==> config.mk <==
export PLATFORM = sky130hd
export DESIGN_NAME = i2c_bus_monitor
export DESIGN_NICKNAME = d
export VERILOG_FILES = /design/src/rtl/i2c_bus_monitor.sv
export SDC_FILE = /design/constraint.sdc
export NUM_CORES = 1
export LEC_CHECK = 0
export ABC_AREA = 1
export BUFFER_PORTS_ARGS = -buffer_cell sky130_fd_sc_hd__buf_2
export CAP_MARGIN = 40
export CORE_ASPECT_RATIO = 0.75
export CORE_UTILIZATION = 30
export DETAILED_ROUTE_END_ITERATION = 8
export MAX_ROUTING_LAYER = met4
export SLEW_MARGIN = 20
export SYNTH_ARGS = -nofsm -noshare
export SYNTH_HDL_FRONTEND = slang
export SYNTH_SLANG_ARGS = --single-unit
==> constraint.sdc <==
create_clock -name clk -period 1.65 [get_ports clk]
set_input_delay 0.33 -clock clk [delete_from_list [all_inputs] [get_ports clk]]
set_output_delay 0.33 -clock clk [all_outputs]
set_load 0.02 [all_outputs]
==> src/rtl/i2c_bus_monitor.sv <==
// Passive I2C bus monitor: turns sampled SCL/SDA activity into registered START/Sr/STOP and frame events.
// Define I2C_MON_FILTER_EN to insert a FILTER_LEN-sample glitch filter after the synchronizers.
module i2c_bus_monitor #(
    parameter int SYNC_STAGES = 2,
    parameter int FILTER_LEN  = 3
) (
    input  logic       clk,
    input  logic       rst_n,
    input  logic       scl_i,
    input  logic       sda_i,
    output logic       start_det,
    output logic       rstart_det,
    output logic       stop_det,
    output logic       bus_busy,
    output logic       frame_valid,
    output logic [7:0] frame_data,
    output logic       frame_ack,
    output logic       frame_is_addr,
    output logic       frame_rw,
    output logic       frame_err
);

    typedef enum logic [1:0] {
        ST_IDLE,
        ST_ADDR,
        ST_DATA
    } state_t;

    if (SYNC_STAGES < 2 || FILTER_LEN < 1) begin : g_param_check
        $error("i2c_bus_monitor: SYNC_STAGES must be >= 2 and FILTER_LEN >= 1");
    end

    logic [SYNC_STAGES-1:0] scl_sync;
    logic [SYNC_STAGES-1:0] sda_sync;
    logic                   scl_s;
    logic                   sda_s;
    logic                   scl_f;
    logic                   sda_f;
    logic                   scl_p;
    logic                   sda_p;

    // NOTE: the line flops reset to 1, the idle bus level, so reset release never fakes an edge.
    always_ff @(posedge clk or negedge rst_n) begin
        if (!rst_n) begin
            scl_sync <= '1;
            sda_sync <= '1;
        end else begin
            scl_sync <= {scl_sync[SYNC_STAGES-2:0], scl_i};
            sda_sync <= {sda_sync[SYNC_STAGES-2:0], sda_i};
        end
    end

    assign scl_s = scl_sync[SYNC_STAGES-1];
    assign sda_s = sda_sync[SYNC_STAGES-1];

`ifdef I2C_MON_FILTER_EN
    localparam int CNT_W = (FILTER_LEN > 1) ? $clog2(FILTER_LEN) : 1;
    localparam logic [CNT_W-1:0] CNT_LAST = CNT_W'(FILTER_LEN - 1);

    logic [CNT_W-1:0] scl_cnt;
    logic [CNT_W-1:0] sda_cnt;

    // A level is accepted only after FILTER_LEN consecutive samples disagree with it.
    always_ff @(posedge clk or negedge rst_n) begin
        if (!rst_n) begin
            scl_f   <= 1'b1;
            scl_cnt <= '0;
        end else if (scl_s == scl_f) begin
            scl_cnt <= '0;
        end else if (scl_cnt == CNT_LAST) begin
            scl_f   <= scl_s;
            scl_cnt <= '0;
        end else begin
            scl_cnt <= scl_cnt + CNT_W'(1);
        end
    end

    always_ff @(posedge clk or negedge rst_n) begin
        if (!rst_n) begin
            sda_f   <= 1'b1;
            sda_cnt <= '0;
        end else if (sda_s == sda_f) begin
            sda_cnt <= '0;
        end else if (sda_cnt == CNT_LAST) begin
            sda_f   <= sda_s;
            sda_cnt <= '0;
        end else begin
            sda_cnt <= sda_cnt + CNT_W'(1);
        end
    end
`else
    assign scl_f = scl_s;
    assign sda_f = sda_s;
`endif

    always_ff @(posedge clk or negedge rst_n) begin
        if (!rst_n) begin
            scl_p <= 1'b1;
            sda_p <= 1'b1;
        end else begin
            scl_p <= scl_f;
            sda_p <= sda_f;
        end
    end

    // START/STOP need SCL high in both cycles, so SDA moving with an SCL edge is a data bit.
    logic scl_rise;
    logic start_cond;
    logic stop_cond;

    assign scl_rise   = scl_f & ~scl_p;
    assign start_cond = sda_p & ~sda_f & scl_p & scl_f;
    assign stop_cond  = ~sda_p & sda_f & scl_p & scl_f;

    state_t     state_q;
    state_t     state_d;
    logic [3:0] bit_cnt_q;
    logic [3:0] bit_cnt_d;
    logic [7:0] shift_q;
    logic [7:0] shift_d;
    logic       start_det_d;
    logic       rstart_det_d;
    logic       stop_det_d;
    logic       bus_busy_d;
    logic       frame_valid_d;
    logic [7:0] frame_data_d;
    logic       frame_ack_d;
    logic       frame_is_addr_d;
    logic       frame_rw_d;
    logic       frame_err_d;
    logic       mid_frame;

    assign mid_frame = (bit_cnt_q != 4'd0);

    // NOTE: every always_comb target gets a default first, so no path can infer a latch.
    always_comb begin
        state_d         = state_q;
        bit_cnt_d       = bit_cnt_q;
        shift_d         = shift_q;
        start_det_d     = 1'b0;
        rstart_det_d    = 1'b0;
        stop_det_d      = 1'b0;
        bus_busy_d      = bus_busy;
        frame_valid_d   = 1'b0;
        frame_data_d    = frame_data;
        frame_ack_d     = frame_ack;
        frame_is_addr_d = frame_is_addr;
        frame_rw_d      = frame_rw;
        frame_err_d     = 1'b0;

        unique case (state_q)
            ST_IDLE: begin
                if (start_cond) begin
                    state_d     = ST_ADDR;
                    bit_cnt_d   = 4'd0;
                    start_det_d = 1'b1;
                    bus_busy_d  = 1'b1;
                end else if (stop_cond) begin
                    stop_det_d = 1'b1;
                end
            end

            ST_ADDR, ST_DATA: begin
                if (start_cond) begin
                    state_d      = ST_ADDR;
                    bit_cnt_d    = 4'd0;
                    rstart_det_d = 1'b1;
                    frame_err_d  = mid_frame;
                end else if (stop_cond) begin
                    state_d     = ST_IDLE;
                    bit_cnt_d   = 4'd0;
                    stop_det_d  = 1'b1;
                    bus_busy_d  = 1'b0;
                    frame_err_d = mid_frame;
                end else if (scl_rise) begin
                    if (bit_cnt_q < 4'd8) begin
                        shift_d   = {shift_q[6:0], sda_f};
                        bit_cnt_d = bit_cnt_q + 4'd1;
                    end else begin
                        frame_valid_d   = 1'b1;
                        frame_data_d    = shift_q;
                        frame_ack_d     = sda_f;
                        frame_is_addr_d = (state_q == ST_ADDR);
                        if (state_q == ST_ADDR) begin
                            frame_rw_d = shift_q[0];
                        end
                        bit_cnt_d = 4'd0;
                        state_d   = ST_DATA;
                    end
                end
            end

            default: begin
                state_d   = ST_IDLE;
                bit_cnt_d = 4'd0;
            end
        endcase
    end

    always_ff @(posedge clk or negedge rst_n) begin
        if (!rst_n) begin
            state_q       <= ST_IDLE;
            bit_cnt_q     <= 4'd0;
            shift_q       <= 8'h00;
            start_det     <= 1'b0;
            rstart_det    <= 1'b0;
            stop_det      <= 1'b0;
            bus_busy      <= 1'b0;
            frame_valid   <= 1'b0;
            frame_data    <= 8'h00;
            frame_ack     <= 1'b1;
            frame_is_addr <= 1'b0;
            frame_rw      <= 1'b0;
            frame_err     <= 1'b0;
        end else begin
            state_q       <= state_d;
            bit_cnt_q     <= bit_cnt_d;
            shift_q       <= shift_d;
            start_det     <= start_det_d;
            rstart_det    <= rstart_det_d;
            stop_det      <= stop_det_d;
            bus_busy      <= bus_busy_d;
            frame_valid   <= frame_valid_d;
            frame_data    <= frame_data_d;
            frame_ack     <= frame_ack_d;
            frame_is_addr <= frame_is_addr_d;
            frame_rw      <= frame_rw_d;
            frame_err     <= frame_err_d;
        end
    end

endmodule

Word level (Yosys, flattened, before mapping)

Index checks and enable logic that the tools add are counted.

Flip-flop bits (word level): 37
Latch bits: 0
Memory bits (writable): 0
Bits in read-only memories: 0
Output and inout port bits: 17
Memories kept: 0

$add $sub $neg: 1
Multipliers: 0
Div/mod/pow operators: 0
$lt $le $gt $ge: 1
Equal/unequal tests: 7
Shifts and indexed selects: 0
Muxes and demuxes: 30
Bitwise logic cells: 13
Reductions and logical operators: 11

Operators by type and width:

| cell                                           | count |
|---|---|
| 2-to-1 mux 4 bit                               | 5 |
| 2-to-1 mux 1 bit                               | 17 |
| 2-to-1 mux 2 bit                               | 5 |
| AND reduction 5 bit                            | 2 |
| inequality test 4 bit (second input constant)  | 2 |
| case mux 4 bit (2 select lines)                | 1 |
| bitwise AND 1 bit                              | 7 |
| inequality test 2 bit (second input constant)  | 3 |
| inverter 1 bit                                 | 6 |
| AND reduction 6 bit                            | 1 |
| adder 4 x 1 -> 4 bit (second input constant)   | 1 |
| < comparator 4 bit (second input constant)     | 1 |
| case mux 2 bit (2 select lines)                | 1 |
| AND reduction 4 bit                            | 1 |
| nonzero test 4 bit                             | 1 |
| AND reduction 3 bit                            | 1 |
| OR reduction 3 bit                             | 1 |
| == test 2 x 1 -> 1 bit (second input constant) | 1 |
| == test 2 bit (second input constant)          | 1 |
| zero test 2 bit                                | 1 |
| case mux 1 bit (2 select lines)                | 1 |
| AND reduction 2 bit                            | 1 |
| nonzero test 2 bit                             | 1 |
| OR reduction 2 bit                             | 1 |

Longest topological paths before layout

Gate-level depths: netlist (run 1).

Word-level depth: 7
Mapped depth: 9

Worst setup path after synthesis (run 1)

OpenSTA, ideal clock, no wires.

Path kind: register to register
Start point: register state_q[0]
End point: register state_q[0]
Library setup time: 0.118 ns
Data arrival time: 1.301 ns
Data required time: 1.532 ns
Path slack: 0.232 ns
Cell stages (with the launch flop): 10
Buffers on the path: 1
Cell sequence: dfrtp_1 > inv_1 > ha_1 > buf_4 > nand2_1 > nand2_2 > nand3_2 > nand2_2 > nand2_1 > nand2_1

Cells in the longest elaborated chain, start to end: 4
Elaborated cells on any way between the ends: 9
Classes of those cells: eq/ne (5); mux (1); reduce/logical (3)

Ends and longest elaborated chain:

| element                                                        | RTL line | text |
|---|---|---|
| from (decl)                                                    | 115      | `state_t state_q;` |
| from (signal assigned)                                         | 216      | `state_q <= state_d;` |
| == test 2 x 1 -> 1 bit / == test 2 bit (equally long branches) | 151      | `unique case (state_q)` |
| OR reduction 2 bit                                             | 151      |  |
| inequality test 4 bit (no source line)                         | --       |  |
| AND reduction 3 bit (no source line)                           | --       |  |

Several ways; a longest one is shown, not always the timed one.
A chain may end at the register's enable or synchronous reset.

Worst setup path after layout (run 1)

Start point: register state_q[1]
End point: register bit_cnt_q[1]

Cells in the longest elaborated chain, start to end: 4
Elaborated cells on any way between the ends: 8
Classes of those cells: eq/ne (4); mux (1); reduce/logical (3)

Ends and longest elaborated chain:

| element                                                        | RTL line | text |
|---|---|---|
| == test 2 x 1 -> 1 bit / == test 2 bit (equally long branches) | 151      |  |
| OR reduction 2 bit                                             | 151      |  |
| inequality test 4 bit (no source line)                         | --       |  |
| AND reduction 2 bit (no source line)                           | --       |  |
| to (signal assigned)                                           | 217      | `bit_cnt_q <= bit_cnt_d;` |
| to (decl)                                                      | 117      | `logic [3:0] bit_cnt_q;` |

Several ways; a longest one is shown, not always the timed one.

==> flow_metrics.env, run 1 <==
export IMPL_status="complete, but fails checks"
export IMPL_violations="hold timing"
export IMPL_fin_cells=244
export IMPL_num_vias=1042
export IMPL_tightest_slew_ns=0.4806
export IMPL_r2r_start="state_q[1]"
export IMPL_power_ir_vdd_worst_mv=0.4367
export IMPL_cts_clk_slew_worst_paths_ns=0.07
export IMPL_finalCriticalPeriod_ns=1.472
export IMPL_ys_types=23
export IMPL_reg2reg_depth=7
export IMPL_yosysSeqAreaShare=0.6019
export IMPL_cp_arrival_ns=1.65
export IMPL_drt_iter0_drc=38
export IMPL_cts_made_buffers=5
export IMPL_grt_pass1_wl_mm=4.519
export IMPL_crit_required_ns=1.82
export IMPL_end_kind="register"
export IMPL_yosysTopAreaCell="dfrtp_1"
export IMPL_die_area_mm2=0.005470
export IMPL_clock_latency_ns=0.29
export IMPL_cts_tree="yes"
export IMPL_drv_cap=0
export IMPL_syn_nets=167
export IMPL_postRouteWirelength_mm=2.669
export IMPL_synthToLayoutAreaGrowth_pct=17.89
export IMPL_clock_sinks=37
export IMPL_synth_edf_count=0
export IMPL_syn_inst=157
export IMPL_critPathMaxFanout=8
export IMPL_async_flop_share=1.000
export IMPL_r2r_end="bit_cnt_q[1]"
export IMPL_slew_headroom=0.6796
export IMPL_post_cts_buffers=0
export IMPL_n_antenna_cell=0
export IMPL_antenna_found_initial=0
export IMPL_synth_most_common_cell="nand2_1"
export IMPL_clock_skew_ns=0.006264
export IMPL_clock_fmax_mhz=679.4
export IMPL_rows=22
export IMPL_syn_avg_cell_area_um2=9.890
export IMPL_synth_area_leaders="dfrtp_1, dfstp_2, nand2_1"
export IMPL_htreeDepth=2
export IMPL_rsz0062_at_grt="false"
export IMPL_hold_ws_ns=-0.008458
export IMPL_first_pass_iters=4
export IMPL_ys_ff_latch=37
export IMPL_setup_viol=0
export IMPL_netlist_area_mm2=0.001553
export IMPL_dieWidth_um=85.07
export IMPL_drc=0
export IMPL_first_global_vias=983
export IMPL_post_route_util=0.3715
export IMPL_drive_above_1_share=0.2826
export IMPL_io_pins=21
export IMPL_p_leak_nw=0.9598
export IMPL_r2r_slack_ns=0.18
export IMPL_place_congestion=0.7867
export IMPL_hold_buffers=0
export IMPL_initial_core_util=0.3151
export IMPL_coreArea_mm2=0.004927
export IMPL_track_usage=0.1130
export IMPL_hold_class="input pin to asynchronous set/reset pin"
export IMPL_grt_start_max_net_pins=20
export IMPL_wire_per_inst_um=10.94
export IMPL_overflow=0
export IMPL_dpl_cell_count=236
export IMPL_synth_ff_type="dfrtp_1"
export IMPL_drv_slew=0
export IMPL_fin_crit_sh=0.8921
export IMPL_ys_warn_count=0
export IMPL_drtAntennaViolNets=0
export IMPL_cts_path_max_buffers=2
export IMPL_vias_per_cell=4.270
export IMPL_crit_type="register to register"
export IMPL_numPortBuffers=20
export IMPL_critPathCapture="bit_cnt_q[1]"
export IMPL_tns_ns=0
export IMPL_root_buffer="clkbuf_8"
export IMPL_start_kind="register"
export IMPL_hpwl_mm=1.874
export IMPL_nNetsFinal=193
export IMPL_die_height_um=64.31
export IMPL_hold_viol_final=17
export IMPL_synthTopCellsByCount="nand2_1, dfrtp_1, inv_1, o21ai_1, nand3_1"
export IMPL_power_density_mw_per_mm2=1390
export IMPL_synth_top_area_share=0.4835
export IMPL_critPathLaunch="state_q[1]"
## per-layer routing
metal / GRT usage / wire [µm] / vias up
li1: - / - / 549
met1: 0.1409 / 1414 / 463
met2: 0.1603 / 1063 / 22
met3: 0.04264 / 133 / 8
met4: 0.05720 / 58 / 0
met5: - / 0 / -
## power by group
part           total, mW  switching, mW  internal [mW]
sequential          1.14         0.0795           1.06
clock              0.609          0.316          0.293
combinational      0.796          0.499          0.297
## sequential cells by signal (all words and copies together), names as in the netlist
name and flops:
bit_cnt_q 4, bus_busy 1, frame_ack 1, frame_data 8
frame_err 1, frame_is_addr 1, frame_rw 1, frame_valid 1
rstart_det 1, scl_p 1, scl_sync 2, sda_p 1
sda_sync 2, shift_q 8, start_det 1, state_q 2
stop_det 1
## cells in the final DEF (no fill, tap or decap), types with 2 or more instances in the layout
master,n
nand2_1,40
dfrtp_1,30
buf_2,20
inv_1,17
o21ai_1,17
nand3_1,9
dfstp_2,7
inv_2,5
ha_1,5
clkbuf_8,5
nand4_1,4
nand2_2,3
nor2_1,3
nand3_2,3
nor2_2,2
clkinv_2,2
## stage by stage
stage / total power, mW / hold WS (ns) / setup WS, ns / area, µm²
3_5_place_dp: 1.916 / 0.3234 / 0.03172 / 1735
3_3_place_gp: 1.909 / 0.3190 / 0.1092 / 1735
4_1_cts: 2.529 / 0.005507 / 0.01449 / 1818
6_report: 2.544 / -0.008458 / 0.1781 / 1831
5_1_grt: 2.755 / 0.01604 / 0.07112 / 1831
2_1_floorplan: 1.751 / 0.03441 / 0.2315 / 1553
## worst max-delay path: stages, from the launching register on
cell and delay, ns:
dfrtp_1 0.37, inv_1 0.10, ha_4 0.34, nand2_1 0.08
nand2_2 0.10, nand3_2 0.17, nand3_1 0.13, nand2_1 0.06
## final cells by class
class / instances / area, µm²
Clock buffer: 6 / 72.57
Clock inverter: 2 / 10.01
Fill cell: 502 / 3097
Inverter: 23 / 86.33
Multi-Input combinational cell: 94 / 524.3
Sequential cell: 37 / 934.6
Tap cell: 60 / 75.07
Timing Repair Buffer: 22 / 127.6
## cells by family (layout without fill, tap and decap cells)
group / count (synthesis) / count (layout) / synth area share
xor+xnor: 1 / 1 / 0.005642
simple gates: 67 / 67 / 0.2103
buf+inv: 26 / 53 / 0.06849
fa+ha+maj: 6 / 6 / 0.04835
compound gates: 20 / 20 / 0.06527
flops: 37 / 37 / 0.6019
## what timing repair did
action	in CTS	in global routing
hold endpoints to repair	0	0
resized for setup	0	2
setup endpoints to repair	0	14
## worst min path at each step
stage | depth (start not counted) | startpoint | slack [ns] | to
2_1_floorplan | 0 | rst_n | 0.03 | bit_cnt_q[0]
3_3_place_gp | 1 | rst_n | 0.32 | start_det
3_5_place_dp | 1 | rst_n | 0.32 | start_det
4_1_cts | 1 | rst_n | 0.006 | frame_err
5_1_grt | 1 | rst_n | 0.02 | frame_err
6_report | 1 | rst_n | -0.008 | frame_err
Power figures use the tool's default switching activity.
==> run 2, diff against run 1 <==
--- a/config.mk
+++ b/config.mk
@@ -8,10 +8,13 @@
 export ABC_AREA = 1
 export BUFFER_PORTS_ARGS = -buffer_cell sky130_fd_sc_hd__buf_2
 export CAP_MARGIN = 40
+export CELL_PAD_IN_SITES_DETAIL_PLACEMENT = 0
+export CELL_PAD_IN_SITES_GLOBAL_PLACEMENT = 1
 export CORE_ASPECT_RATIO = 0.75
 export CORE_UTILIZATION = 30
 export DETAILED_ROUTE_END_ITERATION = 8
 export MAX_ROUTING_LAYER = met4
+export PLACE_DENSITY_LB_ADDON = 0.1
 export SLEW_MARGIN = 20
 export SYNTH_ARGS = -nofsm -noshare
 export SYNTH_HDL_FRONTEND = slang
==> run 2 against run 1 <==
The flow now finishes without violations. Final area grew 0.82%. Sequential power is essentially flat. Flip-flop and latch count is the same. Die area is the same. Clock skew shrank 0.0031 ns. Wire length grew 3.4%.
==> flow_metrics.env, run 2 (synthesized netlist as in run 1, its figures left out) <==
export IMPL_die_area_mm2=0.005470
export IMPL_finalCriticalPeriod_ns=1.471
export IMPL_slew_headroom=0.6945
export IMPL_rows=22
export IMPL_cp_arrival_ns=1.64
export IMPL_dieWidth_um=85.07
export IMPL_dpl_instance_area_mm2=0.001743
export IMPL_end_kind="register"
export IMPL_place_congestion=0.7642
export IMPL_initial_core_util=0.3151
export IMPL_path_cells="inv_1 -> ha_4 -> nand2_1 -> nand2_2 -> nand3_2 -> nand3_1 -> nand2_1"
export IMPL_clock_latency_ns=0.28
export IMPL_tightest_slew_ns=0.4583
export IMPL_start_kind="register"
export IMPL_cp_num_buf_inv=1
export IMPL_synthToLayoutAreaGrowth_pct=18.86
export IMPL_hpwl_mm=1.951
export IMPL_first_pass_iters=4
export IMPL_power_ir_vdd_worst_mv=0.4022
export IMPL_total_power_mw=2.607
export IMPL_drc=0
export IMPL_track_usage=0.1223
export IMPL_tns_ns=0
export IMPL_final_cell_mix="nand2_1, dfrtp_1, buf_2"
export IMPL_drtAntennaViolNets=0
export IMPL_grt_start_max_net_pins=38
export IMPL_drv_slew=0
export IMPL_clock_sinks=37
export IMPL_nNetsFinal=194
export IMPL_critPathTopFamily="simple AND/OR/NAND/NOR gates"
export IMPL_postRouteWirelength_mm=2.760
export IMPL_n_antenna_cell=0
export IMPL_clock_fmax_mhz=679.9
export IMPL_antenna_found_initial=0
export IMPL_io_pins=21
export IMPL_fillCellCount=501
export IMPL_cts_made_buffers=5
export IMPL_coreArea_mm2=0.004927
export IMPL_worst_slack_ns=0.1792
export IMPL_fin_cells=245
export IMPL_clock_skew_ns=0.003158
export IMPL_cts_path_max_buffers=2
export IMPL_status="completed"
export IMPL_wire_per_inst_um=11.27
export IMPL_first_global_vias=1019
export IMPL_design_area_mm2=0.001846
export IMPL_highest_layer="met4"
export IMPL_rsz0062_at_grt="false"
export IMPL_crit_required_ns=1.82
export IMPL_grt_pass1_wl_mm=4.878
export IMPL_critPathMaxFanout=8
export IMPL_wl_met2_mm=1.085
export IMPL_cts_clk_slew_worst_paths_ns=0.07
export IMPL_crit_type="register to register"
export IMPL_post_cts_buffers=0
export IMPL_overflow=0
export IMPL_power_density_mw_per_mm2=1412
export IMPL_dp_slack_ns=0.03660
export IMPL_num_vias=1057
export IMPL_slowest_stage="dfrtp_1"
export IMPL_setup_viol=0
export IMPL_reg_top3="frame_data x8, shift_q x8, bit_cnt_q x4"
export IMPL_drt_met1_wl_mm=1.499
export IMPL_dpl_cell_count=237
export IMPL_critPathMostFrequentCell="nand2_1"
export IMPL_numPortBuffers=20
export IMPL_drt_iter0_drc=57
export IMPL_cts_tree="yes"
export IMPL_die_height_um=64.31
export IMPL_crit_path_max_incr_delay_ns=0.38
export IMPL_hold_class="input pin to asynchronous set/reset pin"
export IMPL_vias_per_cell=4.314
export IMPL_drv_cap=0
export IMPL_drive_above_1_share=0.2811
export IMPL_wl_met3_um=129
export IMPL_p_leak_nw=0.9661
export IMPL_hold_viol_final=0
export IMPL_htreeDepth=2
export IMPL_root_buffer="clkbuf_8"
export IMPL_final_common_cell="nand2_1"
export IMPL_fin_crit_sh=0.8914
-- run 2: cell type report --
type / count / area [µm²] / area share
clock buffer: 8 / 90.09 / 0.04881
inverter: 23 / 86.33 / 0.04678
multi-input combinational: 94 / 524.3 / 0.2841
sequential: 37 / 934.6 / 0.5064
tap: 60 / 75.07 / 0.04068
timing repair buffer: 23 / 135.1 / 0.07322
-- run 2: path summary, 6_finish.rpt --
kind / start / to / slack (ns) / cells after the start
worst max-delay path: state_q[1] / bit_cnt_q[1] / 0.18 / 7
worst min-delay path: rst_n / frame_err / 0.08 / 2
worst max register to register: state_q[1] / bit_cnt_q[1] / 0.18 / 7
worst min register to register: sda_sync[0] / sda_sync[1] / 0.36 / 0
max in group asynchronous: rst_n / scl_p / 1.21 / 2
min in group clk: scl_i / scl_sync[0] / 0.15 / 1
-- run 2: timing repair --
item | CTS | global route
resized for setup | 0 | 2
endpoints found under the setup margin | 0 | 7
hold buffers | 0 | 0
endpoints found under the hold margin | 0 | 0
-- run 2: worst register-to-register path: cells and delay by family, from the launching register on --
kind | cells | cell delay, ns
fa+ha+maj | 1 | 0.34
buf+inv | 1 | 0.11
flops | 1 | 0.38
simple gates | 5 | 0.54
-- run 2: per-stage QoR --
| stage | utilization | hold WS [ns] |
|---|---|---|
| 2_1_floorplan | - | 0.03441 |
| 3_3_place_gp | 0.3537 | 0.3455 |
| 3_5_place_dp | 0.3537 | 0.3509 |
| 4_1_cts | 0.3720 | 0.1042 |
| 5_1_grt | 0.3746 | 0.1247 |
| 6_report | 0.3746 | 0.07675 |
-- run 2: where the power goes --
group / total, mW / switching, mW / leakage, nW / internal, mW
combinational: 0.833 / 0.515 / 0.438 / 0.318
clock: 0.632 / 0.291 / 0.0455 / 0.340
sequential: 1.14 / 0.0822 / 0.483 / 1.06
total: 2.61 / 0.888 / 0.966 / 1.72
-- run 2: metal layers --
layer,vias to the layer above,GRT usage
met5,-,-
met4,0,0.05085
met3,5,0.04005
met2,21,0.1623
met1,482,0.1692
li1,549,-
==> run 3, diff against run 2 <==
--- a/config.mk
+++ b/config.mk
@@ -12,9 +12,11 @@
 export CELL_PAD_IN_SITES_GLOBAL_PLACEMENT = 1
 export CORE_ASPECT_RATIO = 0.75
 export CORE_UTILIZATION = 30
+export CTS_CLUSTER_SIZE = 12
 export DETAILED_ROUTE_END_ITERATION = 8
 export MAX_ROUTING_LAYER = met4
 export PLACE_DENSITY_LB_ADDON = 0.1
+export REMOVE_ABC_BUFFERS = 1
 export SLEW_MARGIN = 20
 export SYNTH_ARGS = -nofsm -noshare
 export SYNTH_HDL_FRONTEND = slang
==> run 3 against run 2 <==
Critical path depth is the same. Register-to-register slack is essentially flat. Worst setup slack lost 0.013 ns. Non-clock buffer count grew 1. Clock power shrank 4.0%. Clock skew is essentially flat. Fmax shrank 0.89%. Wire length grew 4.6%. Sequential power is essentially flat. Flip-flop and latch count is the same. Worst hold slack gained 0.056 ns. Final area grew 0.81%. Critical path type unchanged. Critical endpoint unchanged.
==> flow_metrics.env, run 3 (synthesized netlist as in run 1, its figures left out) <==
export IMPL_hpwl_mm=2.066
export IMPL_crit_required_ns=1.83
export IMPL_dpl_instance_area_mm2=0.001755
export IMPL_fillCellCount=496
export IMPL_cts_tree="yes"
export IMPL_cts_path_max_buffers=2
export IMPL_tns_ns=0
export IMPL_wire_per_inst_um=11.73
export IMPL_overflow=0
export IMPL_num_vias=1083
export IMPL_slew_headroom=0.7214
export IMPL_total_power_mw=2.595
export IMPL_antenna_found_initial=0
export IMPL_dp_slack_ns=0.01508
export IMPL_crit_path_max_incr_delay_ns=0.38
export IMPL_tightest_slew_ns=0.4180
export IMPL_n_antenna_cell=0
export IMPL_power_density_mw_per_mm2=1395
export IMPL_clock_fmax_mhz=673.9
export IMPL_root_buffer="clkbuf_8"
export IMPL_dieWidth_um=85.07
export IMPL_rows=22
export IMPL_critPathMaxFanout=8
export IMPL_cp_arrival_ns=1.66
export IMPL_drive_above_1_share=0.2849
export IMPL_multiInputGateArea_um2=524.3
export IMPL_grt_start_max_net_pins=22
export IMPL_hold_ws_ns=0.1327
export IMPL_clock_latency_ns=0.29
export IMPL_hold_viol_final=0
export IMPL_nNetsFinal=195
export IMPL_htreeDepth=2
export IMPL_dpl_cell_count=237
export IMPL_first_pass_iters=4
export IMPL_cts_clk_slew_worst_paths_ns=0.07
export IMPL_cts_made_buffers=5
export IMPL_clock_skew_ns=0.002895
export IMPL_drv_cap=0
export IMPL_post_cts_buffers=0
export IMPL_crit_type="register to register"
export IMPL_drc=0
export IMPL_slowest_stage="dfrtp_1"
export IMPL_die_area_mm2=0.005470
export IMPL_io_pins=21
export IMPL_postRouteWirelength_mm=2.886
export IMPL_end_kind="register"
export IMPL_path_cells="inv_1 -> ha_4 -> nand2_1 -> nand2_2 -> nand3_2 -> nand3_1 -> nand2_1"
export IMPL_design_area_mm2=0.001861
export IMPL_coreArea_mm2=0.004927
export IMPL_start_kind="register"
export IMPL_finalCriticalPeriod_ns=1.484
export IMPL_seq_area_um2=934.6
export IMPL_post_route_util=0.3776
export IMPL_final_common_cell="nand2_1"
export IMPL_initial_core_util=0.3151
export IMPL_cp_num_buf_inv=1
export IMPL_first_global_vias=1043
export IMPL_place_congestion=0.8133
export IMPL_critPathMostFrequentCell="nand2_1"
export IMPL_drv_slew=0
export IMPL_synthToLayoutAreaGrowth_pct=19.82
export IMPL_track_usage=0.1272
export IMPL_clock_sinks=37
export IMPL_drt_iter0_drc=49
export IMPL_numPortBuffers=20
export IMPL_vias_per_cell=4.402
export IMPL_hold_class="input pin to register"
export IMPL_reg_top3="frame_data x8, shift_q x8, bit_cnt_q x4"
export IMPL_die_height_um=64.31
export IMPL_setup_viol=0
export IMPL_p_leak_nw=0.9743
export IMPL_drtAntennaViolNets=0
export IMPL_grt_pass1_wl_mm=5.030
export IMPL_final_cell_mix="nand2_1, dfrtp_1, buf_2"
export IMPL_fin_crit_sh=0.8994
export IMPL_worst_slack_ns=0.1660
export IMPL_status="completed"
export IMPL_power_ir_vdd_worst_mv=0.4127
export IMPL_fin_cells=246
export IMPL_rsz0062_at_grt="false"
export IMPL_critPathTopFamily="simple AND/OR/NAND/NOR gates"
run 3: cell types whose count changed in the layout (fill, tap and decap cells not counted), sizes merged:
cell	change
clkbuf	-2
clkinv	+2
dlygate4sd3	+1
run 3: layout make-up:
cell class / count / area share
clock buffer: 6 / 0.03900
clock inverter: 2 / 0.005380
inverter: 23 / 0.04640
tap: 60 / 0.04035
multi-input combinational: 94 / 0.2818
sequential: 37 / 0.5024
timing repair buffer: 24 / 0.08473
run 3: layer usage:
metal / part of all wire / GRT usage / vias up
met5: 0 / - / -
met4: 0.022 / 0.06356 / 0
met3: 0.041 / 0.04264 / 8
met2: 0.40 / 0.1704 / 23
met1: 0.54 / 0.1702 / 496
li1: - / - / 556
run 3: path summary, 6_finish.rpt:
path,start,to,slack (ns),cells after the start
setup / recovery,state_q[1],bit_cnt_q[1],0.17,7
hold / removal,sda_i,sda_sync[0],0.13,1
setup reg to reg,state_q[1],bit_cnt_q[1],0.17,7
hold reg to reg,sda_sync[0],sda_sync[1],0.36,0
max in group asynchronous,rst_n,frame_ack,0.62,3
min in group asynchronous,rst_n,frame_data[6],0.50,2
run 3: where the power goes:
group	internal, mW	switching (mW)
clock	0.293	0.314
combinational	0.320	0.521
sequential	1.06	0.0882
run 3: worst register-to-register path: stages (launching register included):
cell     delay, ns
dfrtp_1       0.38
inv_1         0.11
ha_4          0.34
nand2_1       0.08
nand2_2       0.10
nand3_2       0.17
nand3_1       0.13
nand2_1       0.06
run 3: repair_timing:
item                       CTS  global route
gates resized for setup      0             2
hold buffers                 1             0
setup endpoints to repair    0            10
hold endpoints to repair    16             0
